File: src/rtl/weight_loader.sv
// Weight-stream write sequencer: turns accepted ready/valid beats into one-hot,
// single-cycle writes across the per-neuron weight memories of a layer.

module weight_loader_lane #(
  parameter int neuronWidth = 5,
  parameter int laneIdx     = 0
) (
  input  logic                   clk,
  input  logic                   rst_n,
  input  logic                   accept,
  input  logic [neuronWidth-1:0] cur_neuron,
  output logic                   wen
);
  always_ff @(posedge clk) begin
    if (!rst_n) wen <= 1'b0;
    else        wen <= accept && (cur_neuron == neuronWidth'(laneIdx));
  end
endmodule

module weight_loader #(
  parameter int numNeurons   = 30,
  parameter int numWeight    = 784,
  parameter int addressWidth = 10,
  parameter int dataWidth    = 16,
  parameter int neuronWidth  = 5
) (
  input  logic                    clk,
  input  logic                    rst_n,
  input  logic                    cfg_start,
  input  logic [neuronWidth-1:0]  cfg_neuron,
  input  logic [neuronWidth-1:0]  cfg_count,
  input  logic                    s_valid,
  output logic                    s_ready,
  input  logic [dataWidth-1:0]    s_data,
  input  logic                    s_last,
  output logic [numNeurons-1:0]   wen,
  output logic [addressWidth-1:0] wadd,
  output logic [dataWidth-1:0]    win,
  output logic                    busy,
  output logic                    done,
  output logic                    err
);
  typedef enum logic [1:0] {IDLE, LOAD, FLUSH} state_t;

  localparam logic [addressWidth-1:0] LAST_ADDR = addressWidth'(numWeight - 1);
  localparam logic [neuronWidth:0]    NN        = (neuronWidth + 1)'(numNeurons);

  state_t                  state, state_nxt;
  logic [neuronWidth-1:0]  cur_neuron, remaining;
  logic [addressWidth-1:0] addr;
  logic [neuronWidth:0]    cfg_end;
  logic                    cfg_zero, cfg_bad, cfg_ok;
  logic                    accept, last_word, final_beat;

  // Config is only honoured in IDLE; a zero count short-circuits the range check.
  assign cfg_end    = {1'b0, cfg_neuron} + {1'b0, cfg_count};
  assign cfg_zero   = cfg_start && (state == IDLE) && (cfg_count == '0);
  assign cfg_bad    = cfg_start && (state == IDLE) && (cfg_count != '0) && (cfg_end > NN);
  assign cfg_ok     = cfg_start && (state == IDLE) && (cfg_count != '0) && !(cfg_end > NN);
  assign accept     = (state == LOAD) && s_valid;
  assign last_word  = (addr == LAST_ADDR);
  assign final_beat = accept && last_word && (remaining == neuronWidth'(1));

  always_ff @(posedge clk) begin
    if (!rst_n) state <= IDLE;
    else        state <= state_nxt;
  end

  always_comb begin
    state_nxt = state;
    case (state)
      IDLE: begin
        if (cfg_zero)    state_nxt = FLUSH;
        else if (cfg_ok) state_nxt = LOAD;
      end
      LOAD:    if (accept && (final_beat || s_last)) state_nxt = FLUSH;
      FLUSH:   state_nxt = IDLE;
      default: state_nxt = IDLE;
    endcase
  end

  always_comb begin
    s_ready = (state == LOAD);
    busy    = (state != IDLE);
  end

  // done is registered so it lands one cycle after the final wen cycle.
  always_ff @(posedge clk) begin
    if (!rst_n) begin
      cur_neuron <= '0;
      remaining  <= '0;
      addr       <= '0;
      wadd       <= '0;
      win        <= '0;
      done       <= 1'b0;
      err        <= 1'b0;
    end else begin
      done <= (state == FLUSH) || cfg_bad;
      if (cfg_bad)                      err <= 1'b1;
      else if (cfg_ok || cfg_zero)      err <= 1'b0;
      else if (accept && (s_last != final_beat)) err <= 1'b1;
      if (cfg_ok) begin
        cur_neuron <= cfg_neuron;
        remaining  <= cfg_count;
        addr       <= '0;
      end
      if (accept) begin
        wadd <= addr;
        win  <= s_data;
        if (last_word) begin
          addr       <= '0;
          cur_neuron <= cur_neuron + neuronWidth'(1);
          remaining  <= remaining - neuronWidth'(1);
        end else begin
          addr <= addr + addressWidth'(1);
        end
      end
    end
  end

  for (genvar i = 0; i < numNeurons; i++) begin : g_lane
    weight_loader_lane #(
      .neuronWidth (neuronWidth),
      .laneIdx     (i)
    ) u_lane (
      .clk        (clk),
      .rst_n      (rst_n),
      .accept     (accept),
      .cur_neuron (cur_neuron),
      .wen        (wen[i])
    );
  end
endmodule
File: config.mk
export PLATFORM = sky130hd
export DESIGN_NAME = weight_loader
export DESIGN_NICKNAME = d
export VERILOG_FILES = /design/src/rtl/weight_loader.sv
export SDC_FILE = /design/constraint.sdc
export NUM_CORES = 1
export LEC_CHECK = 0
export ABC_AREA = 1
export CAP_MARGIN = 25
export CORE_MARGIN = 3
export CORE_UTILIZATION = 44
export DETAILED_ROUTE_END_ITERATION = 8
export GPL_ROUTABILITY_DRIVEN = 0
export PLACE_DENSITY = 0.75
export SLEW_MARGIN = 40
export SYNTH_ARGS = -nofsm -noshare
export SYNTH_HDL_FRONTEND = slang
export SYNTH_SLANG_ARGS = --single-unit
File: constraint.sdc
create_clock -name clk -period 1.9 [get_ports clk]
set_input_delay 0.38 -clock clk [delete_from_list [all_inputs] [get_ports clk]]
set_output_delay 0.38 -clock clk [all_outputs]
set_load 0.005 [all_outputs]
Word-level counts from Yosys, hierarchy flattened
Index checks and enable logic that the tools add are counted.
W data, S select, Z words.
- register bits after elaboration: 80
- input bits: 31
- output and inout bits: 60
- add/sub/neg operators: 4
- order comparisons: 1
- equality and inequality tests: 36
- multiplexer cells: 16
- reduce and logical (&&, ||, !) cells: 52
- operators with widths (operator ; number):
    $eq A5 B5 Y1 const B ; 14
    $eq A5 B4 Y1 const B ; 8
    $logic_and A1 B1 Y1 ; 40
    $mux W10 ; 3
    $mux W5 ; 6
    $eq A5 B3 Y1 const B ; 4
    $add A10 B1 Y10 const B ; 1
    $eq A10 B10 Y1 const B ; 1
    $eq A5 B1 Y1 const B ; 2
    $eq A5 B2 Y1 const B ; 2
    $logic_not A5 Y1 ; 2
    $add A5 B5 Y6 ; 1
    $gt A6 B5 Y1 const B ; 1
    $mux W2 ; 3
    $add A5 B1 Y5 const B ; 1
    $reduce_bool A5 Y1 ; 1
    $sub A5 B1 Y5 const B ; 1
    $pmux W2 S2 ; 1
    $reduce_bool A2 Y1 ; 2
    $logic_or A1 B1 Y1 ; 3
    $mux W1 ; 3
    $ne A3 B3 Y1 const B ; 1
    $reduce_bool A3 Y1 ; 1
    $eq A2 B1 Y1 const B ; 1
    6 further kinds ; 6

Longest topological paths before layout
Gate-level depths: netlist of run 1.
- word-level depth: 9
- depth in mapped cells: 16

Hierarchy
Synthesis of run 1 repeated with hierarchy kept, for this count alone.
- cells, all modules: 631
- area, all modules: 4177.8 µm²
- by module, submodules not included (module ; times used ; cells each ; area an instance (µm²) ; sequential area each (µm²)):
    weight_loader ; 1 ; 359 ; 2561.2 ; 1001.0
    weight_loader_lane at g_lane[19].u_lane ... ; 5 ; 10 ; 57.6 ; 20.0
    weight_loader_lane at g_lane[12].u_lane ... ; 5 ; 8 ; 50.0 ; 20.0
    weight_loader_lane at g_lane[10].u_lane ... ; 4 ; 10 ; 53.8 ; 20.0
    weight_loader_lane at g_lane[15].u_lane ... ; 4 ; 9 ; 53.8 ; 20.0
    weight_loader_lane at g_lane[17].u_lane ... ; 3 ; 10 ; 60.1 ; 20.0
    weight_loader_lane at g_lane[13].u_lane ... ; 3 ; 7 ; 46.3 ; 20.0
    weight_loader_lane at g_lane[11].u_lane ... ; 2 ; 9 ; 56.3 ; 20.0
    weight_loader_lane at g_lane[1].u_lane ... ; 2 ; 10 ; 56.3 ; 20.0
    weight_loader_lane at g_lane[29].u_lane ; 1 ; 8 ; 52.6 ; 20.0
    weight_loader_lane at g_lane[0].u_lane ; 1 ; 9 ; 51.3 ; 20.0

Worst setup path before layout of run 1
Ideal clock, no wire load.
- path type: reg2reg
- start: register addr[0]
- end: register err
- setup time: 0.119 ns
- data arrival time: 1.894 ns
- required time: 1.781 ns
- setup slack: -0.113 ns
- stages on the path, launching flop included: 14
- path buffers: 0
- path through: dfxtp_1 -> ha_1 -> nand2_2 -> nor2_4 -> inv_2 -> nor4_4 -> nand2_2 -> inv_2 -> nand4_1 -> ha_1 -> inv_1 -> nor2_1 -> o21ai_0 -> a21oi_1
- word-level cells in the longest chain between the ends: 6
- ends and longest elaborated chain (element ; line ; text):
    from (decl) ; 50 ; logic [addressWidth-1:0] addr;
    from (signal assigned) ; 115 ; addr <= addr + addressWidth'(1);
    $eq A10 B10 Y1 ; 61 ; assign last_word = (addr == LAST_ADDR);
    $logic_and A1 B1 Y1 (2 in series) ; 62 ; assign final_beat = accept && last_word && (remaining == neuronWidth'(1));
    $ne A1 B1 Y1 ; 101 ; else if (accept && (s_last != final_beat)) err <= 1'b1;
    $logic_and A1 B1 Y1 ; 101 ;
    $reduce_bool A3 Y1 (no source line) ; -- ;
    to (signal assigned) ; 99 ; if (cfg_bad) err <= 1'b1;
    to (signal assigned) ; 100 ; else if (cfg_ok || cfg_zero) err <= 1'b0;
    to (signal assigned) ; 101 ;
    to (decl) ; 41 ; output logic err
Every way passes these cells.
A chain may end at the register's enable or synchronous reset.

Worst setup path in the final report of run 1
- start: input port cfg_neuron[0]
- end: register addr[2]
- word-level cells in the longest chain between the ends: 5
- ends and longest elaborated chain (element ; line ; text):
    from (decl) ; 30 ; input logic [neuronWidth-1:0] cfg_neuron,
    $add A5 B5 Y6 ; 56 ; assign cfg_end = {1'b0, cfg_neuron} + {1'b0, cfg_count};
    $gt A6 B5 Y1 ; 59 ; assign cfg_ok = cfg_start && (state == IDLE) && (cfg_count != '0) && !(cfg_end > NN);
    $logic_not A1 Y1 ; 59 ;
    $logic_and A1 B1 Y1 ; 59 ;
    $reduce_bool A2 Y1 (no source line) ; -- ;
Every way passes these cells.

==> results.json, run 1 <==
{
  "ys_types": 27,
  "hold_buffers": 0,
  "cts-root-buf": "clkbuf_8",
  "ctsHtreeMaxLevel": 3,
  "skew_ns": 0.00745,
  "die_h_um": 97.3,
  "via_per_inst": 4.98,
  "avgRoutedWirePerCell_um": 13.6,
  "finalCritPeriodShare_pct": 102,
  "synth-seq-cells": 80,
  "core_um2": 7930,
  "hp-start": "state[1]",
  "dieArea_um2": 9470,
  "finish.utilization_pct": 65.9,
  "maxSlewViolCount": 0,
  "layout_common_cells": "98 x nor2_1, 82 x clkdlybuf4s50_1, 78 x dfxtp_1",
  "cts_tree": "done",
  "grt-ovfl-total": 0,
  "status": "finished, violations left",
  "diodes": 0,
  "crit_required_ns": 2.19,
  "first_iter_violations": 175,
  "die_w_um": 97.3,
  "seq_area_frac_synth_pct": 43.7,
  "synthCells": 491,
  "avgSynthCellArea_um2": 7.47,
  "crit_path_end_kind": "flip-flop",
  "grt_max_degree": 38,
  "cts_buffers": 9,
  "num_rows": 32,
  "fin_ws_ns": -0.0434,
  "rsz0062_at_grt": "yes",
  "clock_latency_ns": 0.35,
  "first_pass_iters": 4,
  "hold_violations": 0,
  "min_path_type": "flip-flop to flip-flop",
  "grt_antenna_before_repair": 0,
  "via_count": 3475,
  "power.density_nw_per_um2": 719,
  "layout_commonest_cell": "nor2_1",
  "reg2reg_from": "addr[0]",
  "cts_buffer_depth": 2,
  "dp_slack_ns": -0.744,
  "detail-route-antenna-nets": 0,
  "grtUsageTotal_pct": 19.5,
  "drc": 0,
  "cp_max_fo": 5,
  "yosysWarningCount": 0,
  "portBuffers": 90,
  "initial_core_util_pct": 46.3,
  "ioPinCount": 91,
  "final_nets": 637,
  "cts_sinks": 80,
  "syn_nets": 537,
  "drv_cap": 0,
  "violations": "setup timing",
  "grt_pass1_vias": 3440,
  "startpoint_type": "input port",
  "drt_wl_total_mm": 9.48,
  "drive_gt1_share_pct": 19.8,
  "max_freq_mhz": 515,
  "synth.cell_area_um2": 3670,
  "arrival_ns": 2.23,
  "fin_crit_ns": 1.94,
  "fin_hold_ws_ns": 0.498,
  "vdd_drop_max_uv": 517,
  "syn_to_final_growth_pct": 42.3,
  "cp-startpoint": "cfg_neuron[0]",
  "max_slew_margin_pct": 66.7,
  "p_leak_uw": 0.00220,
  "worst_slew_pin_slew_ns": 0.495,
  "grt_pass1_wl_mm": 15.4,
  "hpwl_mm": 6.60,
  "setup_viol": 9,
  "clk_pin_slew_ns": 0.09,
  "worstSetupPathType": "input port to flip-flop"
}
-- critical path: stages --
cell       delay [ns]
buf_8            0.10
ha_4             0.15
inv_2            0.05
fa_2             0.42
nor2_1           0.11
o21ai_1          0.08
nor2_1           0.10
nand2_1          0.07
inv_2            0.07
nand2_4          0.06
nand3_4          0.13
buf_6            0.14
clkbuf_16        0.14
nand3_2          0.06
a21oi_1          0.14
-- synth_stat cells, drive strengths merged --
| cell | count | area share [%] |
|---|---|---|
| nor3 | 5 | 0.68 |
| xor2 | 4 | 0.95 |
| nor2 | 103 | 11 |
| o21ai | 36 | 4.9 |
| o2111a | 1 | 0.31 |
| clkbuf | 8 | 0.82 |
| a21oi | 23 | 3.1 |
| nand3 | 38 | 5.2 |
| inv | 50 | 5.1 |
| ha | 14 | 4.8 |
| nand2 | 65 | 6.8 |
| dfxtp | 80 | 44 |
| buf | 43 | 8.0 |
| a21boi | 1 | 0.20 |
| nor4 | 3 | 0.92 |
| or2 | 1 | 0.17 |
| fa | 1 | 0.55 |
| nand4 | 15 | 2.7 |
-- cell type report --
type,count,area [um^2]
inverter,50,188
multi-input combinational,310,1750
fill,615,2710
clock buffer,9,124
clock inverter,7,78.8
sequential,80,1600
timing repair buffer,140,1350
tap,102,128
-- report_power, final --
part / switching, uW / internal (uW) / total, uW / leakage (uW)
logic: 338 / 349 / 688 / 0.00145
clock network: 660 / 622 / 1280 / 0.0000982
registers: 45.1 / 1740 / 1780 / 0.000649
-- routing by layer --
metal  vias up  GRT usage (%)  part of all wire, %
met5         -              0                    0
met4         0           5.75                  1.5
met3        16           5.38                  5.4
met2       111           34.2                   51
met1      1601           23.2                   42
li1       1747              -                    -
-- registers in the layout, indices dropped and copies added, names as in the netlist --
name	count
g_lane.u_lane.wen	30
state	2
err	1
done	1
wadd	10
remaining	5
cur_neuron	5
addr	10
win	16
-- repair_timing --
action | 4_1_cts | 5_1_grt
gates cloned | 2 | 1
pin swaps | 11 | 15
setup buffers | 6 | 2
setup endpoints to repair | 24 | 23
gates resized for setup | 32 | 34
-- path summary, 6_finish.rpt --
kind                   to  slack (ns)  cells past startpoint
hold / removal       done        0.50                      2
setup reg to reg      err        0.02                     13
hold reg to reg      done        0.50                      2
setup / recovery  addr[2]       -0.04                     15
-- kinds of logic after synthesis --
group,count (synthesis),share of synthesized area [%]
adders and majority gates,15,5.32
DFF,80,43.7
and+or+nand+nor,230,27.6
AOI/OAI and AO/OA,61,8.56
xor gates and xnor gates,4,0.955
buffers and inverters,101,13.9
-- metrics by stage --
step | power, uW | area (um^2) | instances | TNS, ns
global route | 3920 | 5220 | 698 | -0.975
floorplan | 2110 | 3700 | 491 | 0
CTS | 3710 | 5090 | 698 | -0.0471
detailed placement | 2390 | 4720 | 674 | -15.50
global placement | 2360 | 4720 | 674 | -12.99
finish | 3750 | 5220 | 698 | -0.202
No activity file was read; power rests on OpenSTA's default activity.
==> inputs of run 2 (changes only) <==
--- a/config.mk
+++ b/config.mk
@@ -8,11 +8,13 @@
 export ABC_AREA = 1
 export CAP_MARGIN = 25
 export CORE_MARGIN = 3
-export CORE_UTILIZATION = 44
+export CORE_UTILIZATION = 46
 export DETAILED_ROUTE_END_ITERATION = 8
 export GPL_ROUTABILITY_DRIVEN = 0
-export PLACE_DENSITY = 0.75
+export MAX_ROUTING_LAYER = met4
+export PLACE_DENSITY = 0.76
 export SLEW_MARGIN = 40
 export SYNTH_ARGS = -nofsm -noshare
 export SYNTH_HDL_FRONTEND = slang
+export SYNTH_HIERARCHICAL = 1
 export SYNTH_SLANG_ARGS = --single-unit
==> constraint.sdc (replaced) <==
create_clock -name clk -period 1.9 [get_ports clk]
set_input_delay 0.19 -clock clk [delete_from_list [all_inputs] [get_ports clk]]
set_output_delay 0.19 -clock clk [all_outputs]
set_load 0.005 [all_outputs]
==> run 2 against run 1 <==
Net effect:
- final cell count is 23% higher
- global-route usage increased by 1.6 points
- largest cell class unchanged
- highest routed layer unchanged
- the run now ends clean
- register-to-register slack better by 0.16 ns
- wire length is 6.3% higher
- die area up 8.4%
- critical endpoint is now addr[6]
- synthesized cell count up 29%
- clock-buffer cell count is 2 higher
- critical path depth shrank 5
- non-clock buffer count decreased by 16
==> results.json, run 2 <==
{
  "status": "complete, no violations",
  "avgSynthCellArea_um2": 6.62,
  "finalCritPeriodShare_pct": 94.7,
  "num_rows": 34,
  "ff2ff_path_depth": 10,
  "avgRoutedWirePerCell_um": 11.7,
  "power.density_nw_per_um2": 691,
  "reg2reg_slack_ns": 0.18,
  "final_nets": 792,
  "cp_cell_sequence": "clkdlybuf4s50_1 -> ha_1 -> a21oi_2 -> nand2_1 -> a21oi_2 -> nand2_2 -> nand3_4 -> buf_6 -> nand3_1 -> a21oi_2",
  "setup_viol": 0,
  "worst_slew_pin_slew_ns": 0.580,
  "drv_cap": 0,
  "multi_input_area_um2": 2060,
  "hold_violations": 0,
  "ctsHtreeMaxLevel": 3,
  "cp_common_cell": "a21oi_2",
  "hp-start": "rst_n",
  "dpl.cell_count": 843,
  "skew_ns": 0.00887,
  "synth-edff-count": 0,
  "max_stage_delay_ns": 0.45,
  "synth-seq-cells": 80,
  "fin_hold_ws_ns": 0.355,
  "grt_pass1_wl_mm": 17.2,
  "first_iter_violations": 159,
  "async_flop_share_pct": 0,
  "yosysMostFrequentCell": "nand2_1",
  "crit_path_end_kind": "flip-flop",
  "first_pass_iters": 4,
  "cts_sinks": 80,
  "crit_required_ns": 2.18,
  "cts_buffers": 9,
  "ys_top_cells_by_area": "dfxtp_1 38%, nand2_1 11%, inv_1 11%, nor2_1 8.1%, nand3_1 6.6%",
  "layout_commonest_cell": "nand2_1",
  "slowest_stage": "clkdlybuf4s50_1",
  "reg2reg_from": "state[0]",
  "clkPwrFrac_pct": 33.8,
  "fin_area_um2": 5630,
  "crit_family": "buffers and inverters",
  "fin_crit_ns": 1.80,
  "path_depth": 10,
  "ys_top_cells_by_count": "124 x nand2_1, 121 x inv_1, 90 x nor2_1",
  "layout_common_cells": "123 x nand2_1, 120 x inv_1, 90 x nor2_1",
  "syn_to_final_growth_pct": 34.8,
  "hpwl_mm": 7.09,
  "synthCells": 631,
  "vdd_drop_max_uv": 435,
  "portBuffers": 90,
  "worstSetupPathType": "input port to flip-flop",
  "p_int_uw": 2830,
  "grt_max_degree": 38,
  "top_register": "g_lane.u_lane/wen",
  "synth.cell_area_um2": 4180,
  "min_path_type": "input port to flip-flop",
  "grt_antenna_before_repair": 0,
  "drive_gt1_share_pct": 13.8,
  "fillers": 768,
  "rr_endpoint": "g_lane[10].u_lane/wen",
  "ioPinCount": 91,
  "yosysWarningCount": 6,
  "rsz0062_at_grt": "no",
  "die_h_um": 101,
  "maxSlewViolCount": 0,
  "core_um2": 8760,
  "grt_pass1_vias": 4031,
  "largest_register_ffs": 30,
  "pwr-share-comb_pct": 20.2,
  "max_freq_mhz": 556,
  "dpl_cell_area_um2": 5340,
  "p_leak_uw": 0.00264,
  "top_regs": "g_lane.u_lane/wen: 30 flops, win: 16 flops",
  "via_per_inst": 4.91,
  "clock_latency_ns": 0.35,
  "yosys.area.top_type": "dfxtp_1",
  "detail-route-antenna-nets": 0,
  "cp_max_fo": 6,
  "syn_nets": 673,
  "drc": 0,
  "cts-root-buf": "clkbuf_8",
  "layout.area.seq_um2": 1600,
  "grt-ovfl-total": 0,
  "synthFlopType": "dfxtp_1",
  "drt_wl_total_mm": 10.1,
  "die_w_um": 101,
  "pwr-share-seq_pct": 46.0,
  "diodes": 0,
  "critPathCapture": "addr[6]",
  "holdPathStages": 4,
  "startpoint_type": "input port",
  "crit_buf_inv": 2,
  "swShare_pct": 27.4,
  "via_count": 4236,
  "seq_area_frac_synth_pct": 38.3,
  "ys_types": 28,
  "cts_tree": "done",
  "final_cell_count_no_fill": 862,
  "cts_buffer_depth": 2,
  "synth_top_cell_area_share_pct": 38.3,
  "dieArea_um2": 10300,
  "grtUsageTotal_pct": 21.1,
  "max_slew_margin_pct": 61.3,
  "initial_core_util_pct": 47.7,
  "cp-startpoint": "cfg_neuron[2]",
  "p_sw_uw": 1060,
  "clk_pin_slew_ns": 0.07,
  "arrival_ns": 2.08
}
## run 2: changes by cell type in the layout (fill, tap and decap cells not counted), moves of 8 or more
cell     delta
nor2_2     +30
nor2_1      -8
nand2_1    +65
buf_4      -15
inv_1      +80
nand3_1    +26
## run 2: worst min path at each step
stage	to	slack, ns
2_1_floorplan	win[0]	0.32
3_3_place_gp	addr[6]	0.48
3_5_place_dp	addr[3]	0.49
4_1_cts	remaining[2]	0.33
5_1_grt	remaining[2]	0.35
6_report	remaining[2]	0.36
## run 2: power groups by stage
| stage | Combinational, uW | Sequential [uW] | Clock (uW) |
|---|---|---|---|
| 6_report | 787 | 1790 | 1310 |
| 5_1_grt | 883 | 1800 | 1430 |
| 4_1_cts | 782 | 1790 | 1370 |
| 3_5_place_dp | 753 | 1830 | 0 |
| 3_3_place_gp | 730 | 1820 | 0 |
| 2_1_floorplan | 399 | 1870 | 0 |
## run 2: cell families after synthesis
| logic type | share of synthesized area [%] |
|---|---|
| buffers and inverters | 13.6 |
| adders and majority gates | 3.47 |
| DFF | 38.3 |
| and+or+nand+nor | 35.0 |
| AOI/OAI and AO/OA | 8.27 |
| xor gates and xnor gates | 1.26 |
## run 2: per-layer routing
layer / vias up / track usage, % / share of wire, %
met5: - / - / 0
met4: 0 / 5.83 / 0.71
met3: 10 / 6.54 / 7.0
met2: 127 / 36.4 / 49
met1: 1928 / 23.4 / 43
li1: 2171 / - / -
## run 2: timing repair
item	in CTS	in global routing
gates cloned	2	1
setup endpoints to repair	23	24
hold endpoints to repair	0	0
buffers inserted	1	0
pin swaps	5	6
hold buffers	0	0
gates resized for setup	10	14
## run 2: stage by stage
stage	util, %	TNS (ns)	power (uW)	setup WS (ns)
finish	64.3	0	3890	0.100
global route	64.3	0	4110	0.00181
CTS	63.8	0	3940	0.0504
detailed placement	61.0	-11.81	2580	-0.608
global placement	61.0	-9.42	2550	-0.482
floorplan	-	0	2270	0.0904
## run 2: cell type report
type	count	share of cell area [%]
Clock buffer	11	2.33
Clock inverter	4	1.24
Inverter	125	8.33
Multi-Input combinational cell	410	36.5
Sequential cell	80	28.5
Tap cell	108	2.40
Timing Repair Buffer	124	20.7
## run 2: worst register-to-register path: cells and delay by family (launching register included)
kind,cells,cell delay [ns]
buffers and inverters,5,0.77
and+or+nand+nor,5,0.51
DFF,1,0.36
